<file path="config.mk">
export PLATFORM = sky130hd
export DESIGN_NAME = ext_bus_initiator_flat
export DESIGN_NICKNAME = d
export VERILOG_FILES = /design/src/rtl/ext_bus_initiator_if.sv /design/src/rtl/ext_bus_initiator.sv /design/src/flat_wrapper.sv
export SDC_FILE = /design/constraint.sdc
export NUM_CORES = 1
export LEC_CHECK = 0
export ABC_AREA = 1
export BUFFER_PORTS_ARGS = -buffer_cell sky130_fd_sc_hd__buf_2
export CORE_AREA = 2 2 152 154
export DETAILED_ROUTE_END_ITERATION = 8
export DIE_AREA = 0 0 154 156
export PLACE_DENSITY = 0.78
export SETUP_SLACK_MARGIN = 0.1
export SLEW_MARGIN = 20
export SYNTH_ARGS = -nofsm -noshare
export SYNTH_HDL_FRONTEND = slang
export SYNTH_SLANG_ARGS = --single-unit
export TNS_END_PERCENT = 5
</file>
<file path="constraint.sdc">
create_clock -name cpu_clk_g -period 4 [get_ports cpu_clk_g]
set_clock_uncertainty 0.15 [all_clocks]
set_input_delay 0.2 -clock cpu_clk_g [delete_from_list [all_inputs] [get_ports cpu_clk_g]]
set_output_delay 0.2 -clock cpu_clk_g [all_outputs]
set_load 0.1 [all_outputs]
</file>
<file path="src/rtl/ext_bus_initiator_if.sv">
// EXT bus initiator interface: command, response and EXT bus signals.
// master = initiator side, slave = command source / bus responder side.
interface ext_bus_initiator_if #(
   parameter int AWIDTH = 16
);
   logic              cmd_valid;
   logic              cmd_ready;
   logic              cmd_write;
   logic [AWIDTH-1:0] cmd_addr;
   logic [3:0]        cmd_len;
   logic [31:0]       cmd_wdata;
   logic [3:0]        cmd_wstrb;
   logic              rsp_valid;
   logic              rsp_ready;
   logic [31:0]       rsp_rdata;
   logic              ext_en;
   logic [3:0]        ext_wea;
   logic [AWIDTH-1:0] ext_addr;
   logic [31:0]       ext_din;
   logic [31:0]       ext_dout;

   modport master (
      input  cmd_valid, cmd_write, cmd_addr,
      input  cmd_len, cmd_wdata, cmd_wstrb,
      output cmd_ready,
      output rsp_valid, rsp_rdata,
      input  rsp_ready,
      output ext_en, ext_wea, ext_addr, ext_din,
      input  ext_dout
   );

   modport slave (
      output cmd_valid, cmd_write, cmd_addr,
      output cmd_len, cmd_wdata, cmd_wstrb,
      input  cmd_ready,
      input  rsp_valid, rsp_rdata,
      output rsp_ready,
      input  ext_en, ext_wea, ext_addr, ext_din,
      output ext_dout
   );
endinterface

</file>
<file path="src/rtl/ext_bus_initiator.sv">
// EXT bus initiator: single/burst read/write commands, read data via FIFO.
// Ports: cpu_clk_g, reset_button (async, active-high), bus (master), busy.
// Optional: EXT_BUS_INITIATOR_WRACK_EN pushes one response per write.
module ext_bus_initiator #(
   parameter int AWIDTH    = 16,
   parameter int RSP_DEPTH = 4
) (
   input  logic                cpu_clk_g,
   input  logic                reset_button,
   ext_bus_initiator_if.master bus,
   output logic                busy
);
   localparam int PW = $clog2(RSP_DEPTH);
   localparam int CW = PW + 2;

   localparam logic [1:0] S_IDLE = 2'd0;
   localparam logic [1:0] S_WR   = 2'd1;
   localparam logic [1:0] S_RD   = 2'd2;

   logic [1:0]        r_state;
   logic [4:0]        r_rem;
   logic [31:0]       r_wdata;
   logic [3:0]        r_wstrb;
   logic [AWIDTH-1:0] r_nxt;
   logic              r_en;
   logic              r_rd;
   logic              r_cap;
   logic [3:0]        r_wea;
   logic [AWIDTH-1:0] r_addr;
   logic [31:0]       r_din;
   logic [31:0]       r_mem [RSP_DEPTH];
   logic [PW-1:0]     r_wp;
   logic [PW-1:0]     r_rp;
   logic [PW:0]       r_cnt;
`ifdef EXT_BUS_INITIATOR_WRACK_EN
   logic [3:0]        r_len;
`endif

   logic              w_issue;
   logic              w_write;
   logic              w_room;
   logic              w_wr_room;
   logic              w_started;
   logic              w_wack;
   logic              w_push;
   logic              w_pop;
   logic [AWIDTH-1:0] w_iaddr;
   logic [3:0]        w_iwea;
   logic [31:0]       w_idin;
   logic [31:0]       w_pdata;

   // Reads in flight (beat on bus + capture pending) hold a FIFO slot.
   assign w_room = ({1'b0, r_cnt} + CW'(r_rd) + CW'(r_cap))
                   < CW'(RSP_DEPTH);

`ifdef EXT_BUS_INITIATOR_WRACK_EN
   // The ack slot is reserved before the first write beat.
   assign w_started = (r_rem != ({1'b0, r_len} + 5'd1));
   assign w_wr_room = w_room;
   assign w_wack    = (r_state == S_WR) && (r_rem == 5'd0);
   assign w_pdata   = r_cap ? bus.ext_dout : {28'd0, r_len};
`else
   assign w_started = 1'b1;
   assign w_wr_room = 1'b1;
   assign w_wack    = 1'b0;
   assign w_pdata   = bus.ext_dout;
`endif

   assign w_push = r_cap | w_wack;
   assign w_pop  = (r_cnt != '0) & bus.rsp_ready;

   // First beat issues straight from the command so it lands next cycle.
   always_comb begin
      w_issue = 1'b0;
      w_write = 1'b0;
      w_iaddr = r_nxt;
      w_iwea  = r_wstrb;
      w_idin  = r_wdata;
      unique case (r_state)
         S_IDLE: begin
            w_write = bus.cmd_write;
            w_iaddr = bus.cmd_addr;
            w_iwea  = bus.cmd_wstrb;
            w_idin  = bus.cmd_wdata;
            w_issue = bus.cmd_valid &
                      (bus.cmd_write ? w_wr_room : w_room);
         end
         S_WR: begin
            w_write = 1'b1;
            w_issue = (r_rem != 5'd0) & (w_started | w_wr_room);
         end
         S_RD: begin
            w_issue = (r_rem != 5'd0) & w_room;
         end
         default: begin
            w_issue = 1'b0;
         end
      endcase
   end

   always_ff @(posedge cpu_clk_g or posedge reset_button) begin
      if (reset_button) begin
         r_state <= S_IDLE;
         r_rem   <= '0;
         r_wdata <= '0;
         r_wstrb <= '0;
         r_nxt   <= '0;
         r_en    <= 1'b0;
         r_rd    <= 1'b0;
         r_cap   <= 1'b0;
         r_wea   <= '0;
         r_addr  <= '0;
         r_din   <= '0;
`ifdef EXT_BUS_INITIATOR_WRACK_EN
         r_len   <= '0;
`endif
      end else begin
         r_en  <= w_issue;
         r_rd  <= w_issue & ~w_write;
         r_cap <= r_rd;
         r_wea <= (w_issue & w_write) ? w_iwea : 4'd0;
         if (w_issue) begin
            r_addr <= w_iaddr;
            r_nxt  <= w_iaddr + AWIDTH'(1);
            if (w_write)
               r_din <= w_idin;
         end else if (r_state == S_IDLE && bus.cmd_valid) begin
            r_nxt <= bus.cmd_addr;
         end
         unique case (r_state)
            S_IDLE: begin
               if (bus.cmd_valid) begin
                  r_wdata <= bus.cmd_wdata;
                  r_wstrb <= bus.cmd_wstrb;
                  r_rem   <= {1'b0, bus.cmd_len} + 5'd1
                             - {4'd0, w_issue};
`ifdef EXT_BUS_INITIATOR_WRACK_EN
                  r_len   <= bus.cmd_len;
`endif
                  r_state <= bus.cmd_write ? S_WR : S_RD;
               end
            end
            S_WR, S_RD: begin
               if (r_rem == 5'd0)
                  r_state <= S_IDLE;
               else if (w_issue)
                  r_rem <= r_rem - 5'd1;
            end
            default: begin
               r_state <= S_IDLE;
            end
         endcase
      end
   end

   always_ff @(posedge cpu_clk_g or posedge reset_button) begin
      if (reset_button) begin
         r_wp  <= '0;
         r_rp  <= '0;
         r_cnt <= '0;
      end else begin
         if (w_push)
            r_wp <= r_wp + PW'(1);
         if (w_pop)
            r_rp <= r_rp + PW'(1);
         r_cnt <= r_cnt + (PW+1)'(w_push) - (PW+1)'(w_pop);
      end
   end

   always_ff @(posedge cpu_clk_g) begin
      if (w_push)
         r_mem[r_wp] <= w_pdata;
   end

   assign bus.cmd_ready = (r_state == S_IDLE);
   assign bus.rsp_valid = (r_cnt != '0);
   assign bus.rsp_rdata = bus.rsp_valid ? r_mem[r_rp] : 32'd0;
   assign bus.ext_en    = r_en;
   assign bus.ext_wea   = r_wea;
   assign bus.ext_addr  = r_addr;
   assign bus.ext_din   = r_din;
   assign busy          = (r_state != S_IDLE) | r_rd | r_cap;
endmodule

</file>
<file path="src/flat_wrapper.sv">
// flat-port wrapper written by rule: the top's interface ports become plain ports
module ext_bus_initiator_flat 
#(
   parameter int AWIDTH    = 16,
   parameter int RSP_DEPTH = 4
)
  (cpu_clk_g, reset_button, busy, bus_cmd_valid, bus_cmd_write, bus_cmd_addr, bus_cmd_len, bus_cmd_wdata, bus_cmd_wstrb, bus_cmd_ready, bus_rsp_valid, bus_rsp_rdata, bus_rsp_ready, bus_ext_en, bus_ext_wea, bus_ext_addr, bus_ext_din, bus_ext_dout);
  ext_bus_initiator_if #(.AWIDTH(AWIDTH)) bus_i ();
  input  logic cpu_clk_g;
  input  logic reset_button;
  output logic busy;
  input wire logic [$bits(bus_i.cmd_valid)-1:0] bus_cmd_valid;
  input wire logic [$bits(bus_i.cmd_write)-1:0] bus_cmd_write;
  input wire logic [$bits(bus_i.cmd_addr)-1:0] bus_cmd_addr;
  input wire logic [$bits(bus_i.cmd_len)-1:0] bus_cmd_len;
  input wire logic [$bits(bus_i.cmd_wdata)-1:0] bus_cmd_wdata;
  input wire logic [$bits(bus_i.cmd_wstrb)-1:0] bus_cmd_wstrb;
  output wire logic [$bits(bus_i.cmd_ready)-1:0] bus_cmd_ready;
  output wire logic [$bits(bus_i.rsp_valid)-1:0] bus_rsp_valid;
  output wire logic [$bits(bus_i.rsp_rdata)-1:0] bus_rsp_rdata;
  input wire logic [$bits(bus_i.rsp_ready)-1:0] bus_rsp_ready;
  output wire logic [$bits(bus_i.ext_en)-1:0] bus_ext_en;
  output wire logic [$bits(bus_i.ext_wea)-1:0] bus_ext_wea;
  output wire logic [$bits(bus_i.ext_addr)-1:0] bus_ext_addr;
  output wire logic [$bits(bus_i.ext_din)-1:0] bus_ext_din;
  input wire logic [$bits(bus_i.ext_dout)-1:0] bus_ext_dout;
  assign bus_i.cmd_valid = bus_cmd_valid;
  assign bus_i.cmd_write = bus_cmd_write;
  assign bus_i.cmd_addr = bus_cmd_addr;
  assign bus_i.cmd_len = bus_cmd_len;
  assign bus_i.cmd_wdata = bus_cmd_wdata;
  assign bus_i.cmd_wstrb = bus_cmd_wstrb;
  assign bus_cmd_ready = bus_i.cmd_ready;
  assign bus_rsp_valid = bus_i.rsp_valid;
  assign bus_rsp_rdata = bus_i.rsp_rdata;
  assign bus_i.rsp_ready = bus_rsp_ready;
  assign bus_ext_en = bus_i.ext_en;
  assign bus_ext_wea = bus_i.ext_wea;
  assign bus_ext_addr = bus_i.ext_addr;
  assign bus_ext_din = bus_i.ext_din;
  assign bus_i.ext_dout = bus_ext_dout;
  ext_bus_initiator #(.AWIDTH(AWIDTH), .RSP_DEPTH(RSP_DEPTH)) u_core (.cpu_clk_g(cpu_clk_g), .reset_button(reset_button), .bus(bus_i), .busy(busy));
endmodule
</file>
==> results of run 1 <==
Yosys cell counts (all sizes together):
library cell  number  share of area
nor2             161          0.057
ha                21          0.024
mux2i              1        0.00090
dfrtp            121           0.27
nand3             29          0.014
nand2            249          0.086
buf               19          0.013
a21oi             35          0.016
xnor2              2         0.0016
and3               1        0.00056
fa                 1         0.0018
o32ai              1        0.00079
edfxtp           128           0.35
a211o              1        0.00079
inv              105          0.036
nand4              3         0.0017
o21ai            220           0.10
xor2              11         0.0087
o21a               2         0.0014
clkbuf            43          0.015
critical path, cell delays in order (launching register included):
cell and delay [ps]:
dfrtp_1 480, ha_1 310, nand2_1 70, nand2_1 50
nand3_1 90, nand3_1 70, nand2_1 70, nand3_2 100
nand2_4 340, inv_2 290, nor2_1 760, nand2_1 120
nand2_1 100
logic make-up after synthesis:
| family | count (synthesis) | synth area share |
|---|---|---|
| AND/OR/NAND/NOR | 443 | 0.1599 |
| multiplexers | 1 | 0.0009021 |
| buffers and inverters | 167 | 0.06325 |
| flip-flops | 249 | 0.6192 |
| adder cells (fa/ha/maj) | 22 | 0.02548 |
| AO/OA/AOI/OAI | 259 | 0.1210 |
| XOR/XNOR | 13 | 0.01026 |
flip-flops by register name, summed over array words and instances, names as in the netlist:
register,cells
u_core.r_cnt,3
u_core.bus.ext_wea,4
u_core.bus.ext_addr,16
u_core.r_cap,1
u_core.bus.ext_en,1
u_core.r_rp,2
u_core.r_wstrb,4
u_core.r_rem,5
u_core.r_wp,2
u_core.r_wdata,32
u_core.r_state,2
u_core.r_nxt,16
u_core.r_rd,1
u_core.r_mem,128
u_core.bus.ext_din,32
worst paths after layout:
check | slack [ps] | endpoint
worst max register to register | 920 | u_core.r_nxt[2]
max in group asynchronous | 2520 | u_core.r_nxt[8]
min in group asynchronous | 270 | u_core.bus.ext_din[25]
worst min register to register | 260 | u_core.r_cap
worst min-delay path | 30 | u_core.r_rem[4]
worst max-delay path | 920 | u_core.r_nxt[2]
repair_timing:
item / 4_1_cts / 5_1_grt
hold buffers: 89 / 0
setup endpoints to repair: 0 / 0
endpoints found under the hold margin: 299 / 0
cell type report:
cell class / instances / area share
flip-flops and latches: 249 / 0.4905
clock buffers: 38 / 0.05492
multi-input cells: 738 / 0.2531
clock inverters: 10 / 0.01170
well taps: 285 / 0.02545
repair buffers: 282 / 0.1357
inverters: 105 / 0.02866
through the flow:
stage / hold WS [ps] / instance area [um^2] / worst slack, ps / utilization / instances
global placement: 247.9 / 12180 / 737.5 / 0.5447 / 1570
detailed placement: 256.1 / 12180 / 602.3 / 0.5447 / 1570
floorplan: 148.9 / 11100 / 435.8 / - / 1154
CTS: 10.71 / 14010 / 560.5 / 0.6263 / 1707
finish: 31.87 / 14010 / 916.5 / 0.6265 / 1707
global route: 87.37 / 14010 / 621.6 / 0.6265 / 1707
metal layers:
metal,global-route usage,part of all wire,routed length [um],vias up
met3,0.04611,0.077,2003,41
met2,0.3705,0.49,12790,324
li1,-,-,-,4278
met5,0,0,0,-
met1,0.2836,0.42,10860,4129
met4,0.05518,0.015,402,0
==> results.py, run 1 <==
metrics = {
    "floorplanning": {
        "top_level_ports": 181,
        "chipHeight_um": 156,
        "start_util": 0.4962,
        "coreArea_um2": 22370,
        "floorplan.die.width_um": 154,
        "floorplan.die_area_um2": 24020,
        "row_count": 55,
    },
    "logic_synthesis": {
        "synthesis.instances": 1154,
        "synth_seq_cells": 249,
        "synth.cell_area_um2": 11100,
        "syn_area_per_cell_um2": 9.616,
        "yosysWarningCount": 0,
        "synth_seq_area_share": 0.6192,
        "synthDistinctLibCells": 35,
        "postSynthNetCount": 1269,
    },
    "critical_path": {
        "start_point_of_the_critical_path": "u_core.r_cap",
        "critPathMaxFanout": 46,
        "timing_worst_setup_path_type": "flop to flop",
        "worstSetupEndpointType": "flop",
        "crit_required_ps": 4300,
        "r2r_path_start": "u_core.r_cap",
        "worst_setup_path_start_kind": "flop",
        "r2r_cells": 12,
        "cp.arrival_ps": 3390,
    },
    "timing": {
        "fin_crit_ps": 3084,
        "finalHoldViolCount": 0,
        "timing.max_slew.rel_slack": 0.3727,
        "timing.final.crit_share": 0.7709,
        "max_slew.worst_pin.slew_ps": 940.9,
        "endpoints_failing_setup": 0,
        "setup_repair_after_global_routing_missed_its_margin": "false",
        "totalNegativeSetupSlack_ps": 0,
        "timing_max_transition_violations_final": 0,
        "max_freq_mhz": 324.3,
    },
    "finish": {
        "area.growth.synth_to_final_pct": 26.27,
        "multiInputGateArea_um2": 3546,
        "final.fill_count": 1712,
        "insertedDiodeCount": 0,
        "number_of_nets_in_the_finished_design": 1517,
        "drive_gt1_frac": 0.1864,
        "most_common_library_cell_in_the_layout_ignoring_fill_and_taps": "nand2_1",
        "layout.cells.most_common_list": "241 x nand2_1, 194 x o21ai_0, 180 x buf_2",
        "layout.area.seq_um2": 6873,
    },
    "min_path": {
        "worstHoldPathCells": 5,
        "timing.hold.worst.start": "bus_cmd_len[3]",
        "worstHoldPathType": "primary input to flop",
    },
    "clocking": {
        "clkTransAtPathRegs_ps": 60,
        "h-tree-depth": 1,
        "clk_latency_ps": 530,
        "cts_tree": "yes",
        "cts_buf_count": 26,
        "post_cts_resized": 0,
        "deepest_clock_path_buffer_count": 3,
        "cts-root-buf": "clkbuf_16",
        "cts.repair_timing.setup_buffer_count": 0,
        "tritoncts_num_sinks": 249,
    },
    "routing": {
        "routed-via-count": 8772,
        "drcViolationCount": 0,
        "antenna_left": 0,
        "detail_route.wirelength_um": 26060,
        "first_iter_violations": 676,
        "drt_pre_antenna_iters": 5,
        "routed_length_per_instance_um": 15.26,
        "route.detailed.vias_per_inst": 5.139,
    },
    "grt": {
        "grt_antenna_before_repair": 0,
        "globalRouteOverflowTotal": 0,
        "grt_max_degree": 99,
        "grt_first_pass_wirelength_um": 42420,
        "grt_use_total": 0.2166,
        "grt_pass1_vias": 8585,
    },
    "placement": {
        "dp_hpwl_um": 14940,
        "port_buffers": 180,
        "gp_congestion": 0.8322,
    },
    "flow_run": {
        "max_cap_violations": 0,
    },
    "outcome": {
        "run_status": "complete, no violations",
    },
}
Power of run 1 is left out: the tool's default activity adds up to more than one toggle a clock period on the data nets, which glitch-free logic cannot reach.
==> run 2, diff against run 1 <==
==> constraint.sdc (replaced) <==
create_clock -name cpu_clk_g -period 3.18 [get_ports cpu_clk_g]
set_clock_uncertainty 0.15 [all_clocks]
set_input_delay 0.159 -clock cpu_clk_g [delete_from_list [all_inputs] [get_ports cpu_clk_g]]
set_output_delay 0.159 -clock cpu_clk_g [all_outputs]
set_load 0.1 [all_outputs]
==> run 2 against run 1 <==
  * Via count is 0.80% higher
  * Clock-buffer cell count decreased by 8
  * Final cell count grew 0.29%
  * Highest routed layer unchanged
  * Flip-flop and latch count stayed put
  * First-iteration DRC count down 7.7%
  * Wire length is 0.48% higher
  * Die area stayed put
==> results.py, run 2 (same netlist as run 1, synthesis figures left out) <==
metrics = {
    "floorplanning": {
        "start_util": 0.4962,
        "floorplan.die_area_um2": 24020,
        "coreArea_um2": 22370,
        "top_level_ports": 181,
        "floorplan.die.width_um": 154,
        "chipHeight_um": 156,
        "row_count": 55,
    },
    "finish": {
        "largest_register": "u_core.r_mem",
        "layout.cells.most_common_list": "241 x nand2_1, 194 x o21ai_0, 155 x nor2_1",
        "post_layout_nonfiller_instances": 1712,
        "drive_gt1_frac": 0.1836,
        "number_of_nets_in_the_finished_design": 1523,
        "insertedDiodeCount": 0,
        "most_common_library_cell_in_the_layout_ignoring_fill_and_taps": "nand2_1",
        "area.growth.synth_to_final_pct": 30.03,
        "largest_register_ffs": 128,
    },
    "timing": {
        "max_slew.worst_pin.slew_ps": 754.8,
        "max_freq_mhz": 362.1,
        "finalHoldWorstSlack_ps": 21.62,
        "timing_max_transition_violations_final": 0,
        "timing.max_slew.rel_slack": 0.4968,
        "endpoints_failing_setup": 0,
        "fin_crit_ps": 2762,
        "timing.final.crit_share": 0.8685,
        "finalHoldViolCount": 0,
        "setup_repair_after_global_routing_missed_its_margin": "false",
    },
    "placement": {
        "dp_hpwl_um": 15100,
        "dpl.cell_count": 1574,
        "gp_congestion": 0.8602,
        "port_buffers": 180,
    },
    "critical_path": {
        "r2r_setup_slack_ps": 420,
        "timing_worst_setup_path_type": "flop to flop",
        "crit_required_ps": 3460,
        "cp.arrival_ps": 3040,
        "worstSetupEndpointType": "flop",
        "worst_setup_path_start_kind": "flop",
        "r2r_path_start": "u_core.r_cap",
        "reg2reg_to": "u_core.bus.ext_din[17]",
        "r2r_cells": 14,
        "critPathMaxFanout": 68,
    },
    "clocking": {
        "deepest_clock_path_buffer_count": 3,
        "h-tree-depth": 1,
        "tritoncts_num_sinks": 249,
        "clkTransAtPathRegs_ps": 60,
        "cts_buf_count": 25,
        "cts-root-buf": "clkbuf_16",
        "cts_tree": "yes",
        "clk_latency_ps": 530,
    },
    "min_path": {
        "worstHoldPathType": "primary input to flop",
        "worstHoldPathCells": 6,
        "hold-path-endpoint": "u_core.r_rem[0]",
        "timing.hold.worst.start": "bus_cmd_len[0]",
    },
    "flow_run": {
        "max_cap_violations": 0,
    },
    "grt": {
        "grt_pass1_vias": 8588,
        "globalRouteOverflowTotal": 0,
        "grt_first_pass_wirelength_um": 41820,
        "grt_use_total": 0.2151,
        "grt_max_degree": 122,
        "grt_antenna_before_repair": 0,
    },
    "routing": {
        "drcViolationCount": 0,
        "antenna_left": 0,
        "detail_route.wirelength_um": 26180,
        "routed_length_per_instance_um": 15.29,
        "routed-via-count": 8842,
        "route.detailed.vias_per_inst": 5.165,
        "first_iter_violations": 624,
        "drt_pre_antenna_iters": 5,
    },
    "outcome": {
        "run_status": "complete, no violations",
    },
}
==> run 2: cell count changes in the layout (fill, tap and decap cells not counted), moves of 2 or more <==
cell	previous run	this run
clkbuf_8	7	1
buf_2	180	148
bufinv_16	4	2
clkinv_1	0	5
clkinvlp_2	0	3
buf_12	1	35
dlygate4sd3_1	89	92
==> run 2: worst max-delay path, cell delays in order (launching register included) <==
cell and delay (ps):
dfrtp_1 470, ha_1 320, nand2_1 80, nand2_1 50, nand3_1 100, nand3_1 80, nand2_1 70, nand3_2 100
nand2_4 80, buf_6 250, inv_2 240, nand2_2 140, buf_12 250, nand2_1 100, o21ai_0 110
==> run 2: worst max path at each step <==
stage / startpoint / endpoint / slack, ps / depth (start not counted)
after floorplan: u_core.r_state[0] / u_core.r_rem[4] / -200 / 16
after global placement: u_core.r_cap / u_core.bus.ext_din[21] / 490 / 13
after detailed placement: u_core.r_cap / u_core.bus.ext_din[15] / 380 / 13
after CTS: u_core.r_cap / u_core.bus.ext_din[15] / 380 / 13
after global routing: u_core.r_cap / u_core.bus.ext_din[24] / 230 / 14
final: u_core.r_cap / u_core.bus.ext_din[17] / 420 / 14
==> run 2: layer usage <==
layer  GRT usage  part of all wire  wire length [um]  vias up
met2      0.3769              0.49             12750      359
met1      0.2724              0.41             10640     4143
li1            -                 -                 -     4287
met3     0.04167             0.083              2181       53
met4     0.06498             0.024               619        0
met5           0                 0                 0        -
==> run 2: per-stage QoR <==
step	setup TNS, ps	worst slack (ps)	utilization	cell area, um^2
2_1_floorplan	-345.2	-198.6	-	11100
3_3_place_gp	0	494.5	0.5687	12720
3_5_place_dp	0	376.1	0.5687	12720
4_1_cts	0	384.6	0.6450	14430
5_1_grt	0	230.0	0.6451	14430
6_report	0	418.1	0.6451	14430
==> run 2: layout make-up <==
| class | instances | area, um^2 |
|---|---|---|
| clock buffer | 30 | 654.4 |
| clock inverter | 16 | 130.1 |
| fill | 1669 | 7936 |
| inverter | 105 | 402.9 |
| multi-input combinational | 738 | 3541 |
| sequential | 249 | 6873 |
| tap | 285 | 356.6 |
| timing repair buffer | 289 | 2471 |
==> run 2: timing repair <==
action | 4_1_cts | 5_1_grt
hold buffers | 92 | 0
buffers inserted | 0 | 0
endpoints found under the setup margin | 0 | 2
endpoints found under the hold margin | 354 | 0
resized for setup | 0 | 1
Power of run 2 is left out for the same reason.
